### config.mk
export PLATFORM = sky130hd
export DESIGN_NAME = imem_loader
export DESIGN_NICKNAME = d
export VERILOG_FILES = /design/src/rtl/imem_loader.sv
export SDC_FILE = /design/constraint.sdc
export NUM_CORES = 1
export LEC_CHECK = 0
export ABC_AREA = 1
export BUFFER_PORTS_ARGS = -buffer_cell sky130_fd_sc_hd__buf_2
export CELL_PAD_IN_SITES_DETAIL_PLACEMENT = 1
export CELL_PAD_IN_SITES_GLOBAL_PLACEMENT = 2
export CORE_MARGIN = 2
export CORE_UTILIZATION = 25
export CTS_CLUSTER_DIAMETER = 200
export DETAILED_ROUTE_END_ITERATION = 8
export GPL_TIMING_DRIVEN = 0
export PLACE_DENSITY = 0.69
export REMOVE_ABC_BUFFERS = 1
export SLEW_MARGIN = 0
export SYNTH_ARGS = -nofsm -noshare
export SYNTH_HDL_FRONTEND = slang
export SYNTH_SLANG_ARGS = --single-unit
### constraint.sdc
create_clock -name i_clk -period 3.17 [get_ports i_clk]
set_input_delay 0.317 -clock i_clk [delete_from_list [all_inputs] [get_ports i_clk]]
set_output_delay 0.317 -clock i_clk [all_outputs]
set_load 0.01 [all_outputs]
### src/rtl/imem_loader.sv
// -----------------------------------------------------------------------------
// imem_loader
//
// Purpose:
//   Writer side of the instruction memory. It receives a byte stream over a
//   valid/ready handshake. The stream is a big-endian 16-bit word count N,
//   followed by N big-endian 16-bit instruction words. The words are written
//   to the instruction RAM in order, starting at word address 0. The core is
//   held stalled until a load completes without error.
//
// Optional feature (macro IMEM_LOADER_CHECKSUM_EN):
//   When the macro is defined, one trailing checksum byte is accepted after
//   the last word, and also when N == 0. The byte must equal the XOR of all
//   2N data bytes; the length bytes are not included. If it does not match,
//   error is raised. When the macro is undefined, there is no checksum byte
//   and error is set only by a length overflow.
//
// Parameters:
//   ADDR_WIDTH   - word address width; the RAM holds 2**ADDR_WIDTH words.
//                  Supported range is 1 to 16.
//
// Ports:
//   i_clk        - system clock; all state changes on the rising edge
//   i_reset      - asynchronous, active-high reset
//   i_start      - single-cycle pulse; begins a load (honoured in IDLE/DONE)
//   i_byte_in    - stream data byte
//   i_byte_valid - i_byte_in holds a valid byte
//   o_byte_ready - loader can accept a byte this cycle (depends on state only)
//   o_mem_we     - instruction RAM write enable (one cycle per word)
//   o_mem_addr   - instruction RAM word address
//   o_mem_wdata  - instruction word to write
//   o_core_hold  - 1 = core stalled; released only after a clean load
//   o_busy       - load in progress
//   o_done       - load finished; sticky until the next start or reset
//   o_error      - load failed; sticky until the next start or reset
// -----------------------------------------------------------------------------
module imem_loader #(
  parameter int ADDR_WIDTH = 8
) (
  input  logic                  i_clk,
  input  logic                  i_reset,
  input  logic                  i_start,
  input  logic [7:0]            i_byte_in,
  input  logic                  i_byte_valid,
  output logic                  o_byte_ready,
  output logic                  o_mem_we,
  output logic [ADDR_WIDTH-1:0] o_mem_addr,
  output logic [15:0]           o_mem_wdata,
  output logic                  o_core_hold,
  output logic                  o_busy,
  output logic                  o_done,
  output logic                  o_error
);

  // The counter is one bit wider than the address.
  // This lets N == 2**ADDR_WIDTH be expressed without wrapping.
  localparam int          CNT_W    = ADDR_WIDTH + 1;
  localparam logic [16:0] CAPACITY = 17'(1) << ADDR_WIDTH;

  typedef enum logic [2:0] {
    S_IDLE,
    S_LEN_HI,
    S_LEN_LO,
    S_DATA_HI,
    S_DATA_LO,
    S_WRITE,
    S_DONE
`ifdef IMEM_LOADER_CHECKSUM_EN
    , S_CHECK
`endif
  } state_t;

  // After the final word (or an empty load), the FSM goes to CHECK when the
  // checksum is enabled, and straight to DONE otherwise.
`ifdef IMEM_LOADER_CHECKSUM_EN
  localparam state_t S_AFTER_DATA = S_CHECK;
`else
  localparam state_t S_AFTER_DATA = S_DONE;
`endif

  state_t            r_state;
  state_t            w_state_next;
  logic [15:0]       r_len;
  logic [CNT_W-1:0]  r_count;
  logic [7:0]        r_data_hi;
  logic [ADDR_WIDTH-1:0] r_mem_addr;
  logic [15:0]       r_mem_wdata;
  logic              r_error;
`ifdef IMEM_LOADER_CHECKSUM_EN
  logic [7:0]        r_csum;
`endif

  logic              w_ready;
  logic              w_accept;
  logic [15:0]       w_len_full;
  logic              w_len_zero;
  logic              w_len_over;
  logic [CNT_W-1:0]  w_count_inc;
  logic              w_last_word;

  // Ready depends on the state alone, never on i_byte_valid.
  // This keeps the source free of combinational paths back into it.
  always_comb begin
    w_ready = 1'b0;
    case (r_state)
      S_LEN_HI, S_LEN_LO, S_DATA_HI, S_DATA_LO: w_ready = 1'b1;
`ifdef IMEM_LOADER_CHECKSUM_EN
      S_CHECK:                                  w_ready = 1'b1;
`endif
      default:                                  w_ready = 1'b0;
    endcase
  end

  assign w_accept    = i_byte_valid & w_ready;

  // w_len_full is the length as it becomes complete on the LEN_LO accept edge.
  assign w_len_full  = {r_len[15:8], i_byte_in};
  assign w_len_zero  = (w_len_full == 16'h0000);
  assign w_len_over  = ({1'b0, w_len_full} > CAPACITY);

  assign w_count_inc = r_count + 1'b1;
  assign w_last_word = (32'(w_count_inc) == 32'(r_len));

  // State register
  always_ff @(posedge i_clk or posedge i_reset) begin
    if (i_reset) begin
      r_state <= S_IDLE;
    end else begin
      r_state <= w_state_next;
    end
  end

  // Next-state logic and state-decoded outputs
  always_comb begin
    w_state_next = r_state;
    o_byte_ready = w_ready;
    o_mem_we     = 1'b0;
    o_busy       = 1'b1;
    o_done       = 1'b0;
    o_core_hold  = 1'b1;
    case (r_state)
      S_IDLE: begin
        o_busy = 1'b0;
        if (i_start) begin
          w_state_next = S_LEN_HI;
        end
      end
      S_LEN_HI: begin
        if (w_accept) begin
          w_state_next = S_LEN_LO;
        end
      end
      S_LEN_LO: begin
        if (w_accept) begin
          if (w_len_over) begin
            w_state_next = S_DONE;
          end else if (w_len_zero) begin
            w_state_next = S_AFTER_DATA;
          end else begin
            w_state_next = S_DATA_HI;
          end
        end
      end
      S_DATA_HI: begin
        if (w_accept) begin
          w_state_next = S_DATA_LO;
        end
      end
      S_DATA_LO: begin
        if (w_accept) begin
          w_state_next = S_WRITE;
        end
      end
      S_WRITE: begin
        o_mem_we     = 1'b1;
        w_state_next = w_last_word ? S_AFTER_DATA : S_DATA_HI;
      end
`ifdef IMEM_LOADER_CHECKSUM_EN
      S_CHECK: begin
        if (w_accept) begin
          w_state_next = S_DONE;
        end
      end
`endif
      S_DONE: begin
        o_busy      = 1'b0;
        o_done      = 1'b1;
        // A failed load keeps the core stalled.
        o_core_hold = r_error;
        if (i_start) begin
          w_state_next = S_LEN_HI;
        end
      end
      default: begin
        w_state_next = S_IDLE;
      end
    endcase
  end

  // Datapath: length capture, word assembly, write address/data, error flag
  always_ff @(posedge i_clk or posedge i_reset) begin
    if (i_reset) begin
      r_len       <= '0;
      r_count     <= '0;
      r_data_hi   <= '0;
      r_mem_addr  <= '0;
      r_mem_wdata <= '0;
      r_error     <= 1'b0;
`ifdef IMEM_LOADER_CHECKSUM_EN
      r_csum      <= '0;
`endif
    end else begin
      case (r_state)
        S_IDLE, S_DONE: begin
          if (i_start) begin
            r_count <= '0;
            r_error <= 1'b0;
`ifdef IMEM_LOADER_CHECKSUM_EN
            r_csum  <= '0;
`endif
          end
        end
        S_LEN_HI: begin
          if (w_accept) begin
            r_len[15:8] <= i_byte_in;
          end
        end
        S_LEN_LO: begin
          if (w_accept) begin
            r_len[7:0] <= i_byte_in;
            if (w_len_over) begin
              r_error <= 1'b1;
            end
          end
        end
        S_DATA_HI: begin
          if (w_accept) begin
            r_data_hi <= i_byte_in;
`ifdef IMEM_LOADER_CHECKSUM_EN
            r_csum    <= r_csum ^ i_byte_in;
`endif
          end
        end
        S_DATA_LO: begin
          // Address and data are registered here.
          // They are then stable for the whole WRITE cycle.
          // They keep their values until the next word.
          if (w_accept) begin
            r_mem_addr  <= r_count[ADDR_WIDTH-1:0];
            r_mem_wdata <= {r_data_hi, i_byte_in};
`ifdef IMEM_LOADER_CHECKSUM_EN
            r_csum      <= r_csum ^ i_byte_in;
`endif
          end
        end
        S_WRITE: begin
          r_count <= w_count_inc;
        end
`ifdef IMEM_LOADER_CHECKSUM_EN
        S_CHECK: begin
          if (w_accept && (i_byte_in != r_csum)) begin
            r_error <= 1'b1;
          end
        end
`endif
        default: begin
        end
      endcase
    end
  end

  assign o_mem_addr  = r_mem_addr;
  assign o_mem_wdata = r_mem_wdata;
  assign o_error     = r_error;

endmodule

### Word-level counts from Yosys, hierarchy flattened

Index checks and enable logic that the tools add are counted.

| word-level totals | value |
|---|---|
| logic and storage cells | 57 |
| register bits | 61 |
| memories | 0 |
| memory bits (read-only) | 0 |
| bits in latches | 0 |
| output and inout bits | 30 |
| RAM bits | 0 |

| operators by class | value |
|---|---|
| shift operators | 0 |
| $mul | 0 |
| muxes and demuxes | 20 |
| equal/unequal tests | 13 |
| divide/modulo/power cells | 0 |
| reduce and logical (&&, ||, !) cells | 13 |
| add/subtract/negate cells | 1 |
| bitwise logic cells | 1 |
| $lt $le $gt $ge | 1 |

Operators by type and width:

| cell | count |
|---|---|
| $mux 3 | 8 |
| $pmux 3 s6 | 1 |
| $pmux 9 s2 | 1 |
| $eq 9x16->1 | 1 |
| $gt 16x9->1 const B | 1 |
| $logic_not 16->1 | 1 |
| $ne 2x2->1 const B | 5 |
| $reduce_and 2->1 | 5 |
| $add 9x1->9 const B | 1 |
| $eq 3x3->1 const B | 3 |
| $mux 9 | 1 |
| $mux 1 | 8 |
| $eq 3x2->1 const B | 2 |
| $reduce_and 5->1 | 1 |
| $reduce_and 4->1 | 1 |
| $reduce_bool 2->1 | 2 |
| $reduce_or 4->1 | 1 |
| $eq 3x1->1 const B | 1 |
| $logic_not 3->1 | 1 |
| $ne 2x1->1 const B | 1 |
| $pmux 1 s2 | 1 |
| $reduce_or 2->1 | 1 |
| $and 1x1->1 | 1 |

### Logic depth before layout (Yosys ltp)

Gate-level depths: netlist of the first run.

| logic depth | value |
|---|---|
| word-level depth | 6 |
| mapped depth | 14 |
| depth with buffers taken out | 14 |

### Worst setup path after synthesis of the first run

Ideal clock, no wire load.

| path | value |
|---|---|
| path kind | flip-flop to flip-flop |
| start | register r_count[0] |
| end | register r_state[0] |
| library setup time | 116 ps |
| data required time | 3054 ps |
| cell stages (with the launch flop) | 15 |
| buffers on the path | 0 |
| period minus slack after synthesis | 1529 ps |
| arrival | 1413 ps |
| path slack | 1641 ps |
| cells stage by stage | dfrtp_1 ha_1 inv_1 nand2_1 nand2_1 nor2_1 nand2_1 nor2_1 nand3_1 nor2_2 nand3_1 nand2_1 nand2_1 nand2_1 nand2_1 |

| between the ends | value |
|---|---|
| cells in the longest elaborated chain, start to end | 4 |

Ends and longest elaborated chain:

| what | line | source |
|---|---|---|
| start, declared | 84 | `logic [CNT_W-1:0] r_count;` |
| start signal, assigned | 257 | `r_count <= w_count_inc;` |
| $add 9x1->9 | 121 | `assign w_count_inc = r_count + 1'b1;` |
| $eq 9x16->1 | 122 | `assign w_last_word = (32'(w_count_inc) == 32'(r_len));` |
| $mux 3 | 176 | `w_state_next = w_last_word ? S_AFTER_DATA : S_DATA_HI;` |
| $pmux 3 s6 | 141 | `case (r_state)` |
| end signal, assigned | 129 | `r_state <= w_state_next;` |
| end, declared | 81 | `state_t r_state;` |

Every way passes these cells.
A chain may end at the register's enable or synchronous reset.

### Final worst setup path of the first run

| path | value |
|---|---|
| start | register r_state[1] |
| end | register r_mem_wdata[9] (netlist: o_mem_wdata[9]) |

| between the ends | value |
|---|---|
| cells in the longest elaborated chain, start to end | 5 |

Ends and longest elaborated chain:

| what | line | source |
|---|---|---|
| $eq 3x3->1, or another cell as far along | 105, 213 |  |
| $reduce_or 4->1 | 105 | `case (r_state)` |
| $mux 1 | 105 |  |
| $and 1x1->1 | 114 | `assign w_accept = i_byte_valid & w_ready;` |
| $reduce_and 2->1 (no line) (*) | -- |  |
| end signal, assigned | 250 | `r_mem_wdata <= {r_data_hi, i_byte_in};` |
| end, declared | 87 | `logic [15:0] r_mem_wdata;` |

Every way passes the cells marked *; elsewhere a longest branch is shown, timed or not.

==> results of run 1 <==
[worst reg2reg max path: cells and delay by family (launching register included)]
family	cells	cell delay [ns]
multiplexers	1	0.54
AND/OR/NAND/NOR	2	0.89
flip-flops	1	0.44
[kinds of logic (layout without fill, tap and decap cells)]
logic type | after synthesis | in the layout | share of synthesized area
simple gates | 151 | 151 | 0.234
flops | 61 | 61 | 0.553
compound gates | 56 | 56 | 0.107
buf+inv | 49 | 100 | 0.0680
mux | 8 | 8 | 0.0327
fa+ha+maj | 1 | 1 | 0.00453
[per-stage QoR]
step	setup slack, ns	hold slack, ns
after detailed placement	1.17	0.381
after CTS	1.14	0.00756
after global routing	0.958	0.0312
after global placement	0.382	0.462
after floorplan	1.28	0.438
final	1.19	-0.00408
[final timing paths]
| path | slack, ns | cells past startpoint | to |
|---|---|---|---|
| min in group i_clk | 0.21 | 3 | r_len[6] |
| hold reg to reg | 0.48 | 2 | o_mem_addr[7] |
| setup reg to reg | 1.19 | 3 | o_mem_wdata[9] |
| setup / recovery | 1.19 | 3 | o_mem_wdata[9] |
| hold / removal | -0.004 | 2 | o_mem_addr[2] |
| max in group asynchronous | 2.58 | 3 | r_len[4] |
[final cells by class]
cell class	instances	area, um2
Clock buffer	11	141
Inverter	42	158
Fill cell	1299	7430
Clock inverter	5	83.8
Multi-Input combinational cell	216	1050
Timing Repair Buffer	42	225
Sequential cell	61	1530
Tap cell	140	175
[state kept, by name, indices dropped and copies added, names as in the netlist]
| signal | flops |
|---|---|
| o_error | 1 |
| o_mem_addr | 8 |
| r_len | 16 |
| r_state | 3 |
| o_mem_wdata | 16 |
| r_count | 9 |
| r_data_hi | 8 |
[per-layer routing]
metal | global-route usage | wire [um] | up-vias
met5 | 0 | 0 | -
met3 | 0.0323 | 264 | 9
met1 | 0.171 | 3400 | 1071
met4 | 0.0412 | 86 | 0
li1 | - | - | 1136
met2 | 0.207 | 3140 | 42
[cell usage in the layout (no fill, tap or decap), drive strengths merged, types with 3 or more instances in the layout]
cell type / n
buf: 42
clkbuf: 11
o21ai: 48
mux2: 8
nand4: 4
dfrtp: 61
o22ai: 7
nand2: 103
nor2: 21
inv: 42
nand3b: 3
nand3: 17
[power breakdown]
| group | switching [uW] | internal, uW | total [uW] |
|---|---|---|---|
| clock network | 325 | 466 | 790 |
| logic | 659 | 416 | 1080 |
| registers | 189 | 1100 | 1280 |
==> qor.yml, run 1 <==
synth_top_area_frac: 0.553
overflow: 0
hold_viol: 1
layout-drive-gt1-share: 0.210
holdBufCountCts: 0
cts_setup_buffers: 0
dpl.cell_count: 501
power.density_mw_per_mm2: 938
clkTransAtPathRegs_ns: 0.07
startpoint_type: "flip-flop"
hold_slack_ns: -0.00408
status: "finished, violations left"
die_area_mm2: 0.0119
grt_setup_unrepaired: "no"
ir_worst_vdd_mv: 0.355
fin_util: 0.311
grt_pass1_wl_mm: 11.7
yosysWarnings: 0
cts_num_sinks: 61
synthToLayoutAreaGrowth_pct: 21.8
synth_edf_count: 0
ctsRootBufferMaster: "clkbuf_8"
synth_most_common_cell: "nand2_1"
grt_usage: 0.129
grt_pass1_vias: 2366
synthFlopType: "dfrtp_1"
place.gp.congestion: 0.745
port_buffers: 41
r2r-start: "r_state[1]"
wl_per_cell_um: 13.3
slowest_stage: "nand3_2"
final.setup_skew_ns: 0.0119
vias: 2258
h-tree-depth: 3
final_antenna_net_count: 0
crit_chain: "nor2_1 > nand3_2 > mux2_2"
fin_crit_sh: 0.626
drc_errors: 0
tritoncts: "built"
yosys-top-cells-count: "99 x nand2_1, 61 x dfrtp_1, 48 x o21ai_0"
violations: "negative hold slack"
worst_slew_pin_slew_ns: 0.810
nets: 385
grt_max_degree: 42
dp_hpwl_mm: 4.97
timing.setup.tns_ns: 0
p_leak_uw: 0.00168
routed_via_density: 4.37
max_stage_delay_ns: 0.66
crit_type: "flip-flop to flip-flop"
cts_buffers: 9
syn_area_mm2: 0.00276
firstDrtPassIters: 4
power.total_uw: 3150
avgSynthCellArea_um2: 8.46
syn_inst: 326
io_pins: 42
core_area_mm2: 0.0108
setup_viol_count_final: 0
cp_top_family: "simple AND/OR/NAND/NOR gates"
drt_iter0_markers: 125
cp.arrival_ns: 2.21
slew_headroom: 0.460
yosys-top-cells-area: "dfrtp_1 55%, nand2_1 13%, o21ai_0 8.7%, inv_1 5.4%, mux2_2 3.3%"
crit_path_end_kind: "flip-flop"
die_y_um: 109
ys_types: 22
path_buf_inv: 0
period_minus_slack_ns: 1.98
final_cell_area_mm2: 0.00336
ys_seq_area_frac: 0.553
layout.cells.non_filler: 517
dieWidth_um: 109
ctsResizeCount: 0
max_freq_mhz: 504
slew_viol_final: 0
routed_wl_mm: 6.89
post_dp_cell_area_mm2: 0.00313
rows: 38
min_path_type: "primary input to async pin"
ys_ff_latch: 61
cap_violations: 0
n_antenna_cell: 0
startpoint: "r_state[1]"
required_ns: 3.40
cts_buffer_depth: 2
yosys.area.top_type: "dfrtp_1"
synth_async_sr_flop_share: 1.00
insertion_delay_ns: 0.34
path_max_fanout: 40
initial_core_util: 0.256
antenna_found_initial: 0
Power figures use the tool's default switching activity.
==> run 2: changes to the inputs <==
clock period = 1.95 ns   (was 3.17 ns; I/O delays follow)
==> qor.yml, run 2 (same netlist as run 1, synthesis figures left out) <==
crit_type: "flip-flop to primary output"  # was flip-flop to flip-flop
layout-drive-gt1-share: 0.216  # was 0.210
hold_slack_ns: 0.0866  # was -0.00408 ns
rrSetupSlack_ns: 0.21  # was 1.19 ns
cts_buffer_depth: 2  # unchanged
overflow: 0  # unchanged
worstHoldEndpoint: "r_len[6]"
die_y_um: 109  # unchanged
ir_worst_vdd_mv: 0.578  # was 0.355 mV
io_pins: 42  # unchanged
insertion_delay_ns: 0.34  # about the same
min_path_cells: 3
setup_ws_ns: 0.187  # was 1.19 ns
r2r_cells: 14  # was 3
post_dp_cell_area_mm2: 0.00313  # unchanged
grt_setup_unrepaired: "no"  # unchanged
fin_crit_sh: 0.904
antenna_found_initial: 0  # unchanged
place.gp.congestion: 0.745  # unchanged
r2r-start: "r_count[0]"  # was r_state[1]
ctsRootBufferMaster: "clkbuf_8"  # unchanged
power.density_mw_per_mm2: 1520  # was 938 mW/mm2
wl_per_cell_um: 13.3  # about the same
startpoint_type: "flip-flop"  # unchanged
cp.arrival_ns: 1.57  # was 2.21 ns
final_cell_area_mm2: 0.00339  # was 0.00336 mm2
grt_pass1_vias: 2378  # was 2366
period_minus_slack_ns: 1.76
setup_viol_count_final: 0  # unchanged
firstDrtPassIters: 4  # unchanged
cts_buffers: 9  # unchanged
slew_viol_final: 0  # unchanged
required_ns: 1.75  # was 3.40 ns
pre_cts_ws_ns: -0.0548  # was 1.17 ns
clkTransAtPathRegs_ns: 0.07  # about the same
min-delay-start: "i_byte_in[6]"
path_max_fanout: 6  # was 40
rows: 38  # unchanged
dp_hpwl_mm: 4.97  # unchanged
grt_max_degree: 42  # unchanged
grt_usage: 0.130  # was 0.129
n_antenna_cell: 0  # unchanged
initial_core_util: 0.256  # unchanged
drc_errors: 0  # unchanged
core_area_mm2: 0.0108  # unchanged
grt_pass1_wl_mm: 11.7  # about the same
final_antenna_net_count: 0  # unchanged
hold_viol: 0  # was 1
nets: 387  # was 385
fin_util: 0.314  # was 0.311
drt_iter0_markers: 116  # was 125
status: "finished clean"  # was finished, violations left
min_path_type: "primary input to flip-flop"  # was primary input to async pin
die_area_mm2: 0.0119  # unchanged
max_freq_mhz: 567
routed_wl_mm: 6.92  # was 6.89 mm
cap_violations: 0  # unchanged
slew_headroom: 0.586  # was 0.460
layout_commonest_cell: "nand2_1"  # unchanged
tritoncts: "built"  # unchanged
max_stage_delay_ns: 0.44  # was 0.66 ns
slowest_stage: "dfrtp_1"  # was nand3_2
dieWidth_um: 109  # unchanged
layout_common_cells: "99 x nand2_1, 61 x dfrtp_1, 47 x o21ai_0"  # was 99 x nand2_1, 61 x dfrtp_1, 48 x o21ai_0
h-tree-depth: 3  # unchanged
p_leak_uw: 0.00169  # was 0.00168 uW
worst_slew_pin_slew_ns: 0.620  # was 0.810 ns
crit_chain: "inv_1 > nor2_1 > nand2_1 > or2_2 > buf_2"  # was nor2_1 > nand3_2 > mux2_2
routed_via_density: 4.39  # was 4.37
r2r-end: "r_state[0]"  # was o_mem_wdata[9]
crit_path_end_kind: "primary output"  # was flip-flop
port_buffers: 41  # unchanged
final.setup_skew_ns: 0.0113  # was 0.0119 ns
fill_cells: 1296  # was 1299
cts_num_sinks: 61  # unchanged
synthToLayoutAreaGrowth_pct: 22.9  # was 21.8%
vias: 2278  # was 2258
==> run 2: cell count changes in the layout (fill, tap and decap cells not counted) <==
cell	change
buf_4	+1
nand3_4	+1
nor2_1	-2
o21ai_0	-1
nor2_2	+2
nand3_2	-1
o21ai_1	+1
dlygate4sd3_1	+1
==> run 2: worst max-delay path by stage <==
stage	slack [ns]	cells past startpoint	start	to
3_5_place_dp	-0.05	3	r_state[1]	o_mem_wdata[10]
5_1_grt	0.008	5	r_state[1]	o_core_hold
2_1_floorplan	0.06	3	r_state[1]	o_mem_wdata[10]
3_3_place_gp	-0.72	2	i_reset	o_mem_wdata[7]
4_1_cts	0.03	6	r_state[1]	o_error
6_report	0.19	5	r_state[1]	o_core_hold
==> run 2: metrics by stage <==
step / cells / setup TNS, ns / power (uW)
4_1_cts: 518 / 0 / 5230
3_3_place_gp: 500 / -56.02 / 3830
3_5_place_dp: 501 / -0.411 / 3900
5_1_grt: 519 / 0 / 5630
2_1_floorplan: 319 / 0 / 3230
6_report: 519 / 0 / 5150
==> run 2: critical path: cells and delay by family, from the launching register on <==
kind	cells	cell delay, ns
buf+inv	2	0.22
simple gates	3	0.58
flops	1	0.44
==> run 2: repair_timing <==
item,4_1_cts,5_1_grt
hold buffers,1,0
endpoints found under the hold margin,20,0
resized for setup,1,3
endpoints found under the setup margin,10,7
buffers inserted,0,1
==> run 2: layout make-up <==
| cell class | instances | area, um2 | share of cell area |
|---|---|---|---|
| flip-flops and latches | 61 | 1530 | 0.450 |
| multi-input cells | 216 | 1060 | 0.313 |
| repair buffers | 44 | 243 | 0.0716 |
| well taps | 140 | 175 | 0.0517 |
| inverters | 42 | 158 | 0.0465 |
| clock buffers | 11 | 141 | 0.0417 |
| clock inverters | 5 | 83.8 | 0.0247 |
==> run 2: layer usage <==
metal  global-route usage  share of wire  vias to the layer above
met5                    0              0                        -
met4               0.0412          0.013                        0
met3               0.0323          0.034                        9
met2                0.209           0.46                       36
met1                0.171           0.50                     1092
li1                     -              -                     1141
==> run 2: report_power, final <==
group,internal (uW),switching (uW)
sequential,1780,306
combinational,692,1090
clock,757,530
total,3230,1920
